--- src/rtl/decode_exec_ctrl.sv ---
// Decode of the ARM-subset instruction in D and the D/E control pipeline register.
// Every E-side output is taken straight from the register, so no input reaches an output combinationally.
module decode_exec_ctrl (
    input  logic        clk,
    input  logic        reset,
    input  logic [31:0] InstrD,
    input  logic        ValidD,
    input  logic        StallE,
    input  logic        FlushE,
    input  logic [3:0]  FlagsIn,
    output logic [3:0]  CondE,
    output logic [1:0]  FlagWriteE,
    output logic [3:0]  FlagsE,
    output logic        RegWriteE,
    output logic        MemWriteE,
    output logic        MemtoRegE,
    output logic        BranchE,
    output logic        ALUSrcE,
    output logic [1:0]  ALUControlE,
    output logic        ValidE,
    output logic        IllegalE
);

    typedef struct packed {
        logic       reg_write;
        logic       mem_write;
        logic       mem_to_reg;
        logic       branch;
        logic       alu_src;
        logic [1:0] alu_control;
        logic [1:0] flag_write;
        logic       valid;
        logic       illegal;
        logic [3:0] cond;
        logic [3:0] flags;
    } ctrl_t;

    function automatic ctrl_t bubble_word();
        ctrl_t w;
        w      = '0;
        w.cond = 4'hE;
        return w;
    endfunction

    ctrl_t ctrl_d;
    ctrl_t ctrl_q;

    logic [3:0] cond;
    logic [1:0] op;
    logic       imm;
    logic [3:0] cmd;
    logic       s_bit;
    logic       unused_instr;

    assign cond         = InstrD[31:28];
    assign op           = InstrD[27:26];
    assign imm          = InstrD[25];
    assign cmd          = InstrD[24:21];
    assign s_bit        = InstrD[20];
    assign unused_instr = ^InstrD[19:0];

    always_comb begin
        logic set_flags;
        logic arith;
        logic undef;
        ctrl_d    = bubble_word();
        set_flags = s_bit;
        arith     = 1'b0;
        undef     = 1'b0;
        if (ValidD) begin
            ctrl_d.valid = 1'b1;
            ctrl_d.cond  = cond;
            ctrl_d.flags = FlagsIn;
            unique case (op)
                2'b00: begin
                    ctrl_d.reg_write = 1'b1;
                    ctrl_d.alu_src   = imm;
                    unique case (cmd)
                        4'b0100: begin ctrl_d.alu_control = 2'b00; arith = 1'b1; end
                        4'b0010: begin ctrl_d.alu_control = 2'b01; arith = 1'b1; end
                        4'b0000: ctrl_d.alu_control = 2'b10;
                        4'b1100: ctrl_d.alu_control = 2'b11;
                        4'b1010: begin
                            // CMP only updates flags, so S is implied regardless of the encoding
                            ctrl_d.alu_control = 2'b01;
                            ctrl_d.reg_write   = 1'b0;
                            arith              = 1'b1;
                            set_flags          = 1'b1;
                        end
                        default: undef = 1'b1;
                    endcase
                    ctrl_d.flag_write = {set_flags, set_flags & arith};
                end
                2'b01: begin
                    ctrl_d.alu_src    = 1'b1;
                    ctrl_d.mem_write  = ~s_bit;
                    ctrl_d.mem_to_reg = s_bit;
                    ctrl_d.reg_write  = s_bit;
                end
                2'b10: begin
                    ctrl_d.branch  = 1'b1;
                    ctrl_d.alu_src = 1'b1;
                end
                default: undef = 1'b1;
            endcase
            // An undefined op stays visible in E but with every write-enable cleared
            if (undef) begin
                ctrl_d         = bubble_word();
                ctrl_d.valid   = 1'b1;
                ctrl_d.illegal = 1'b1;
                ctrl_d.cond    = cond;
                ctrl_d.flags   = FlagsIn;
            end
        end
    end

    always_ff @(posedge clk) begin
        if (reset || FlushE) begin
            ctrl_q <= bubble_word();
        end else if (!StallE) begin
            ctrl_q <= ctrl_d;
        end
    end

    assign CondE       = ctrl_q.cond;
    assign FlagWriteE  = ctrl_q.flag_write;
    assign FlagsE      = ctrl_q.flags;
    assign RegWriteE   = ctrl_q.reg_write;
    assign MemWriteE   = ctrl_q.mem_write;
    assign MemtoRegE   = ctrl_q.mem_to_reg;
    assign BranchE     = ctrl_q.branch;
    assign ALUSrcE     = ctrl_q.alu_src;
    assign ALUControlE = ctrl_q.alu_control;
    assign ValidE      = ctrl_q.valid;
    assign IllegalE    = ctrl_q.illegal;

endmodule

--- config.mk ---
export PLATFORM = sky130hd
export DESIGN_NAME = decode_exec_ctrl
export DESIGN_NICKNAME = d
export VERILOG_FILES = /design/src/rtl/decode_exec_ctrl.sv
export SDC_FILE = /design/constraint.sdc
export NUM_CORES = 1
export LEC_CHECK = 0
export ABC_AREA = 1
export CORE_MARGIN = 3
export CORE_UTILIZATION = 30
export CTS_CLUSTER_SIZE = 28
export DETAILED_ROUTE_END_ITERATION = 10
export PLACE_DENSITY = 0.69
export SLEW_MARGIN = 15
export SYNTH_ARGS = -nofsm -noshare
export SYNTH_HDL_FRONTEND = slang
export SYNTH_SLANG_ARGS = --single-unit
export TNS_END_PERCENT = 5
--- constraint.sdc ---
create_clock -name clk -period 1.25 [get_ports clk]
set_input_delay 0.1875 -clock clk [delete_from_list [all_inputs] [get_ports clk]]
set_output_delay 0.1875 -clock clk [all_outputs]
set_load 0.1 [all_outputs]
==> flow_metrics.py <==
metrics = {
    "outcome": {
        "status": "complete, no violations",
    },
    "timing": {
        "rsz0062_at_grt": "false",
        "worst_slew_pin_slew_ns": 0.268,
        "post-route-period-util_pct": 89.0,
        "slew_headroom_pct": 82.0,
        "hold_slack_ns": 0.438,
        "finalMaxSlewViolations": 0,
        "finalSetupViolations": 0,
        "period_minus_slack_ns": 1.11,
        "fmax_mhz": 899,
        "finalHoldViolations": 0,
        "timing.final.ws_setup_ns": 0.138,
        "final.setup_skew_ns": 0,
    },
    "global_routing": {
        "antenna_found_initial": 0,
        "grt_overflow": 0,
        "grt_max_degree": 17,
        "grt_pass1_vias": 1002,
        "grt_pass1_wl_um": 4240,
        "grt_util_all_layers_pct": 15.2,
    },
    "synth": {
        "yosys_register_bits": 19,
        "avgSynthCellArea_um2": 7.31,
        "netlist.area_leader.share_pct": 42.0,
        "yosys_warnings": 0,
        "syn-instance-count": 124,
        "yosysTopAreaCell": "dfxtp_1",
        "yosys-top-cells-area": "dfxtp_1 42%, nand2_1 19%, a21oi_1 7.7%",
        "syn_area_um2": 906,
        "yosysSeqAreaShare_pct": 42.0,
        "syn_nets": 169,
        "yosysUniqueCellTypes": 19,
    },
    "setup_path": {
        "r2r-start": "CondE[1]",
        "path_delay_family": "buffers and inverters",
        "worstSetupEndpointType": "register",
        "critPathBufInv": 3,
        "crit_path_end": "RegWriteE",
        "arrival_ns": 1.36,
        "startpoint": "InstrD[23]",
        "start_kind": "primary input",
        "r2r-end": "CondE[1]",
        "crit_slowest_cell": "clkdlybuf4s50_1",
        "slowest_delay_ns": 0.51,
        "rrSetupSlack_ns": 0.55,
        "cp_max_fo": 3,
        "path_depth": 10,
        "crit_type": "primary input to register",
        "critical_path_required_ns": 1.50,
        "reg2regPathDepth": 2,
        "crit_chain": "clkdlybuf4s50_1 > inv_2 > nand2_2 > nand2_2 > buf_4 > nand3_1 > nand2_2 > nor2_1 > nor2_1 > nor2_1",
    },
    "clock_tree": {
        "cts_hold_buffers": 0,
        "cts.sinks": 19,
        "clock_latency_ns": 0.30,
        "cts-root-buf": "clkbuf_4",
        "tritoncts": "built",
        "cts_inserted_buffers": 3,
        "h-tree-depth": 1,
        "clk_pin_slew_ns": 0.11,
        "clk_path_buf_depth": 2,
        "cts_setup_buffers": 0,
    },
    "final_layout": {
        "final_cells": 214,
        "drive_gt1_share_pct": 34.4,
        "antenna_cells": 0,
        "fin_area_mm2": 0.00173,
        "area_delta_synth_final_pct": 90.6,
        "postLayoutCoreUtil_pct": 61.6,
        "n_fill_cell": 232,
        "nets": 229,
    },
    "power": {
        "pwr-share-seq_pct": 48.3,
        "switchingPower_w": 0.000384,
        "p_per_area_mw_per_mm2": 747,
        "leakage_nw": 0.745,
        "worst_ir_drop_vdd_mv": 0.529,
        "clockPowerShare_pct": 24.4,
        "p_int_w": 0.000905,
        "power_switching_share_pct": 29.8,
        "p_comb_share_pct": 27.2,
    },
    "floorplanning": {
        "fp.dieH_um": 61.0,
        "rows": 19,
        "initial_core_util_pct": 32.3,
        "die_area_mm2": 0.00371,
        "core_area_mm2": 0.00281,
        "io_pins": 60,
        "die_w_um": 61.0,
    },
    "worst_hold_path": {
        "hold_class": "primary input to register",
        "min-delay-start": "FlagsIn[3]",
    },
    "routing": {
        "vias": 1004,
        "viasPerCell": 4.69,
        "dr.pass1.iters": 4,
        "drtIter0Drc": 21,
        "wl_um": 2480,
        "drc": 0,
        "wl_per_cell_um": 11.6,
        "ant_nets": 0,
    },
    "placed_design": {
        "dpl_cell_area_mm2": 0.00166,
        "portBuffers": 39,
        "gp_congestion": 0.868,
        "pre_cts_ws_ns": -0.438,
        "hpwl_um": 2090,
        "placedCellCount": 210,
    },
    "flow_run": {
        "maxCapViolCount": 0,
    },
}
flip-flops by register name, summed over array words and instances, names as in the netlist:
name,count
ALUControlE,2
ALUSrcE,1
BranchE,1
CondE,4
FlagWriteE,2
FlagsE,4
IllegalE,1
MemWriteE,1
MemtoRegE,1
RegWriteE,1
ValidE,1
what timing repair did:
item,4_1_cts,5_1_grt
gates resized for setup,4,9
pin swaps,1,0
endpoints found under the setup margin,3,5
kinds of logic after synthesis:
family / Yosys count / share of synthesized area, %
buffers and inverters: 14 / 6.91
AND/OR/NAND/NOR: 68 / 33.8
adder cells (fa/ha/maj): 4 / 5.53
flip-flops: 19 / 42.0
AO/OA/AOI/OAI: 19 / 11.7
per-layer routing:
layer	vias to the layer above	GRT usage, %	part of all wire (%)
li1	511	-	-
met1	453	17.2	40
met2	35	27.0	50
met3	5	4.04	7.5
met4	0	6.19	2.1
met5	-	0	0
tightest hold or removal path, cell delays in order:
cell	delay [ns]
clkdlybuf4s50_1	0.40
nand2_1	0.06
a21oi_1	0.05
power groups by stage:
stage	registers (W)	logic, W	clock network, W
global route	0.000625	0.000377	0.000348
finish	0.000623	0.000351	0.000315
detailed placement	0.000637	0.000338	0
floorplan	0.000694	0.0000987	0
global placement	0.000637	0.000329	0
CTS	0.000623	0.000348	0.000323
layout by cell type (no fill, tap or decap), drive strengths merged:
master and count:
clkinv 1, clkdlybuf4s50 18, nand4 2, ha 4
nor2 12, a21oi 16, dlymetal6s2s 2, nand3 6
dfxtp 19, nand2 47, inv 11, or2 1
clkbuf 3, o22ai 3, buf 38
area by class of cell:
cell class / count / area [um^2] / area share, %
multi-input cells: 91 / 497 / 28.8
clock buffers: 3 / 22.5 / 1.30
repair buffers: 58 / 741 / 42.9
well taps: 31 / 38.8 / 2.25
inverters: 11 / 41.3 / 2.39
clock inverters: 1 / 5.00 / 0.290
flip-flops and latches: 19 / 382 / 22.1
cells in the mapped netlist (all sizes together):
library cell  count
ha                4
nand2            47
nand3             6
inv              11
a21oi            16
or2               1
nand4             2
o22ai             3
buf               3
dfxtp            19
nor2             12
metrics by stage:
step           total power, W  setup TNS, ns
2_1_floorplan        0.000793        -0.0441
3_3_place_gp         0.000965          -3.15
3_5_place_dp         0.000975          -3.81
4_1_cts               0.00129              0
5_1_grt               0.00135              0
6_report              0.00129              0
worst min path at each step:
stage,end,slack [ns],cells after the start
global route,CondE[0],0.44,3
detailed placement,FlagWriteE[1],0.49,2
floorplan,CondE[1],0.31,2
global placement,FlagsE[3],0.49,2
CTS,CondE[0],0.43,3
finish,FlagsE[3],0.44,3
(Power assumes the default switching activity.)
==> RTL edit (same flow settings) <==
Register the outputs `FlagWriteE` and `FlagsE`; this adds one clock of latency there. The other outputs are not delayed to match.
--- a/src/rtl/decode_exec_ctrl.sv
+++ b/src/rtl/decode_exec_ctrl.sv
@@ -125,4 +125,6 @@
     assign CondE       = ctrl_q.cond;
-    assign FlagWriteE  = ctrl_q.flag_write;
-    assign FlagsE      = ctrl_q.flags;
+    always_ff @(posedge clk) begin
+        FlagWriteE <= ctrl_q.flag_write;
+        FlagsE     <= ctrl_q.flags;
+    end
     assign RegWriteE   = ctrl_q.reg_write;
Function: changed (Yosys sat finds a counterexample within 4 cycles, from zero or initial values).
==> RTL edit against the unedited design <==
  * Sequential cell count rose by 6
  * Wire length fell by 0.77%
  * Utilization fell by 6.3 points
  * Total power rose by 19%
  * Worst setup slack got worse by 0.079 ns
  * Final area rose by 8.4%
  * Synthesized cell count rose by 9.7%
  * Area after synthesis rose by 18%
  * Highest routed layer unchanged
==> RTL edit: results (changes against the unedited design) <==
[logic_synthesis]
yosysSeqAreaShare_pct = 46.7  ; +4.7 points
synth_common_cells = nand2_1 (45), dfxtp_1 (25), a21oi_1 (14)
async_flop_share_pct = 0  ; unchanged
synth_ff_type = dfxtp_1
synth_warnings = 0  ; unchanged
yosys-top-cells-area = dfxtp_1 (47%), nand2_1 (16%), a21oi_1 (6.5%)
synth.distinct_cells = 20  ; +1
syn_nets = 181  ; +7.1%

[clock_tree]
tritoncts.num_buffers = 3  ; unchanged
cts.path.max_buffers = 2  ; unchanged
post-cts-setup-buffers = 0  ; unchanged
clock_latency_ns = 0.31
clkTransAtPathRegs_ns = 0.14  ; +0.03 ns
cts_max_level = 1  ; unchanged
cts-root-buf = clkbuf_4

[power]
vdd_drop_max_v = 0.000312  ; -41%
swShare_pct = 27.9  ; -1.9 points
leakagePower_nw = 0.785  ; +5.3%

[status]
status = finished, final reports clean

[critical_path]
crit_start = InstrD[26]
cpPeakStageDelay_ns = 0.49  ; -0.02 ns
arrival_ns = 1.45  ; +0.09 ns
r2r-start = RegWriteE
worstPathMaxFanout = 2  ; -1
slowest_stage = clkdlybuf4s50_1

[global_routing]
grt_pass1_vias = 968  ; -3.4%
grt_max_degree = 17  ; unchanged
grtUsageTotal_pct = 12.4  ; -2.8 points
grt_pass1_wl_um = 4140  ; -2.4%
antenna_found_initial = 0  ; unchanged

[hold_path]
hold_class = register to register
worstHoldStart = ctrl_q[2]

[final_layout]
largest_reg_flops = 6
diodes = 0  ; unchanged
final_layout_size_suffix_gt1_share_pct = 31.8  ; -2.7 points
fillers = 305  ; +31%
final_nets = 238  ; +3.9%
largest-register = ctrl_q

[placed_design]
port_buffers = 39  ; unchanged
preCtsSetupSlack_ns = -0.405  ; +0.0335 ns
gp_congestion = 0.769  ; -11%
place_hpwl_um = 2000  ; -4.0%

[timing]
skew_ns = 0.000899  ; +0.000899 ns
worst_slew_pin_slew_ns = 0.184  ; -0.0847 ns

[routing]
drt_first_pass_iters = 4  ; unchanged
vias_per_cell = 4.22  ; -10%
wl_per_cell_um = 10.3  ; -11%
drt-initial-drc-count = 39  ; +86%

## RTL edit: cell types whose count changed after synthesis
cell     delta
buf_4       +6
dfxtp_1     +6
## RTL edit: layout make-up
| type | instances | area, µm² | share of cell area (%) |
|---|---|---|---|
| clock inverter | 1 | 7.51 | 0.401 |
| multi-input combinational | 91 | 483 | 25.8 |
| inverter | 11 | 41.3 | 2.21 |
| sequential | 25 | 502 | 26.8 |
| clock buffer | 3 | 22.5 | 1.20 |
| tap | 46 | 57.6 | 3.07 |
| timing repair buffer | 61 | 758 | 40.5 |
## RTL edit: path summary, 6_finish.rpt
path | end | slack [ns] | cells after the start
setup / recovery | ALUSrcE | 0.06 | 8
hold / removal | FlagsE[2] | 0.36 | 0
setup reg to reg | RegWriteE | 0.54 | 4
hold reg to reg | FlagsE[2] | 0.36 | 0
## RTL edit: power groups by stage
stage / clock network [mW] / registers, mW / logic (mW)
2_1_floorplan: 0 / 0.872 / 0.123
3_3_place_gp: 0 / 0.835 / 0.339
3_5_place_dp: 0 / 0.836 / 0.343
4_1_cts: 0.386 / 0.818 / 0.348
5_1_grt: 0.418 / 0.820 / 0.379
6_report: 0.364 / 0.818 / 0.352
## RTL edit: per-stage QoR
| stage | std cells | instance area (µm²) |
|---|---|---|
| 6_report | 238 | 1870 |
| 5_1_grt | 238 | 1870 |
| 4_1_cts | 238 | 1860 |
| 3_5_place_dp | 234 | 1820 |
| 3_3_place_gp | 234 | 1820 |
| 2_1_floorplan | 136 | 1070 |
## RTL edit: kinds of logic (layout without fill, tap and decap cells)
| family | Yosys count | in the layout | synth area share [%] |
|---|---|---|---|
| and+or+nand+nor | 68 | 68 | 28.6 |
| DFF | 25 | 25 | 46.7 |
| buffers and inverters | 20 | 76 | 10.0 |
| AOI/OAI and AO/OA | 19 | 19 | 9.93 |
| adders and majority gates | 4 | 4 | 4.67 |
## RTL edit: critical path: cells and delay by family
| family | cells | cell delay (ns) |
|---|---|---|
| buffers and inverters | 3 | 0.65 |
| adder cells (fa/ha/maj) | 1 | 0.26 |
| AO/OA/AOI/OAI | 2 | 0.23 |
| AND/OR/NAND/NOR | 2 | 0.12 |
## RTL edit: timing repair
item | 4_1_cts | 5_1_grt
gates resized for setup | 2 | 4
endpoints found under the setup margin | 2 | 6
pin swaps | 1 | 0
## RTL edit: layer usage
metal / up-vias / wire length (µm) / share of wire (%) / track usage, %
li1: 536 / - / - / -
met1: 437 / 1140 / 46 / 16.4
met2: 29 / 1140 / 47 / 19.3
met3: 2 / 139 / 5.7 / 2.05
met4: 0 / 36 / 1.5 / 6.22
met5: - / 0 / 0 / 0
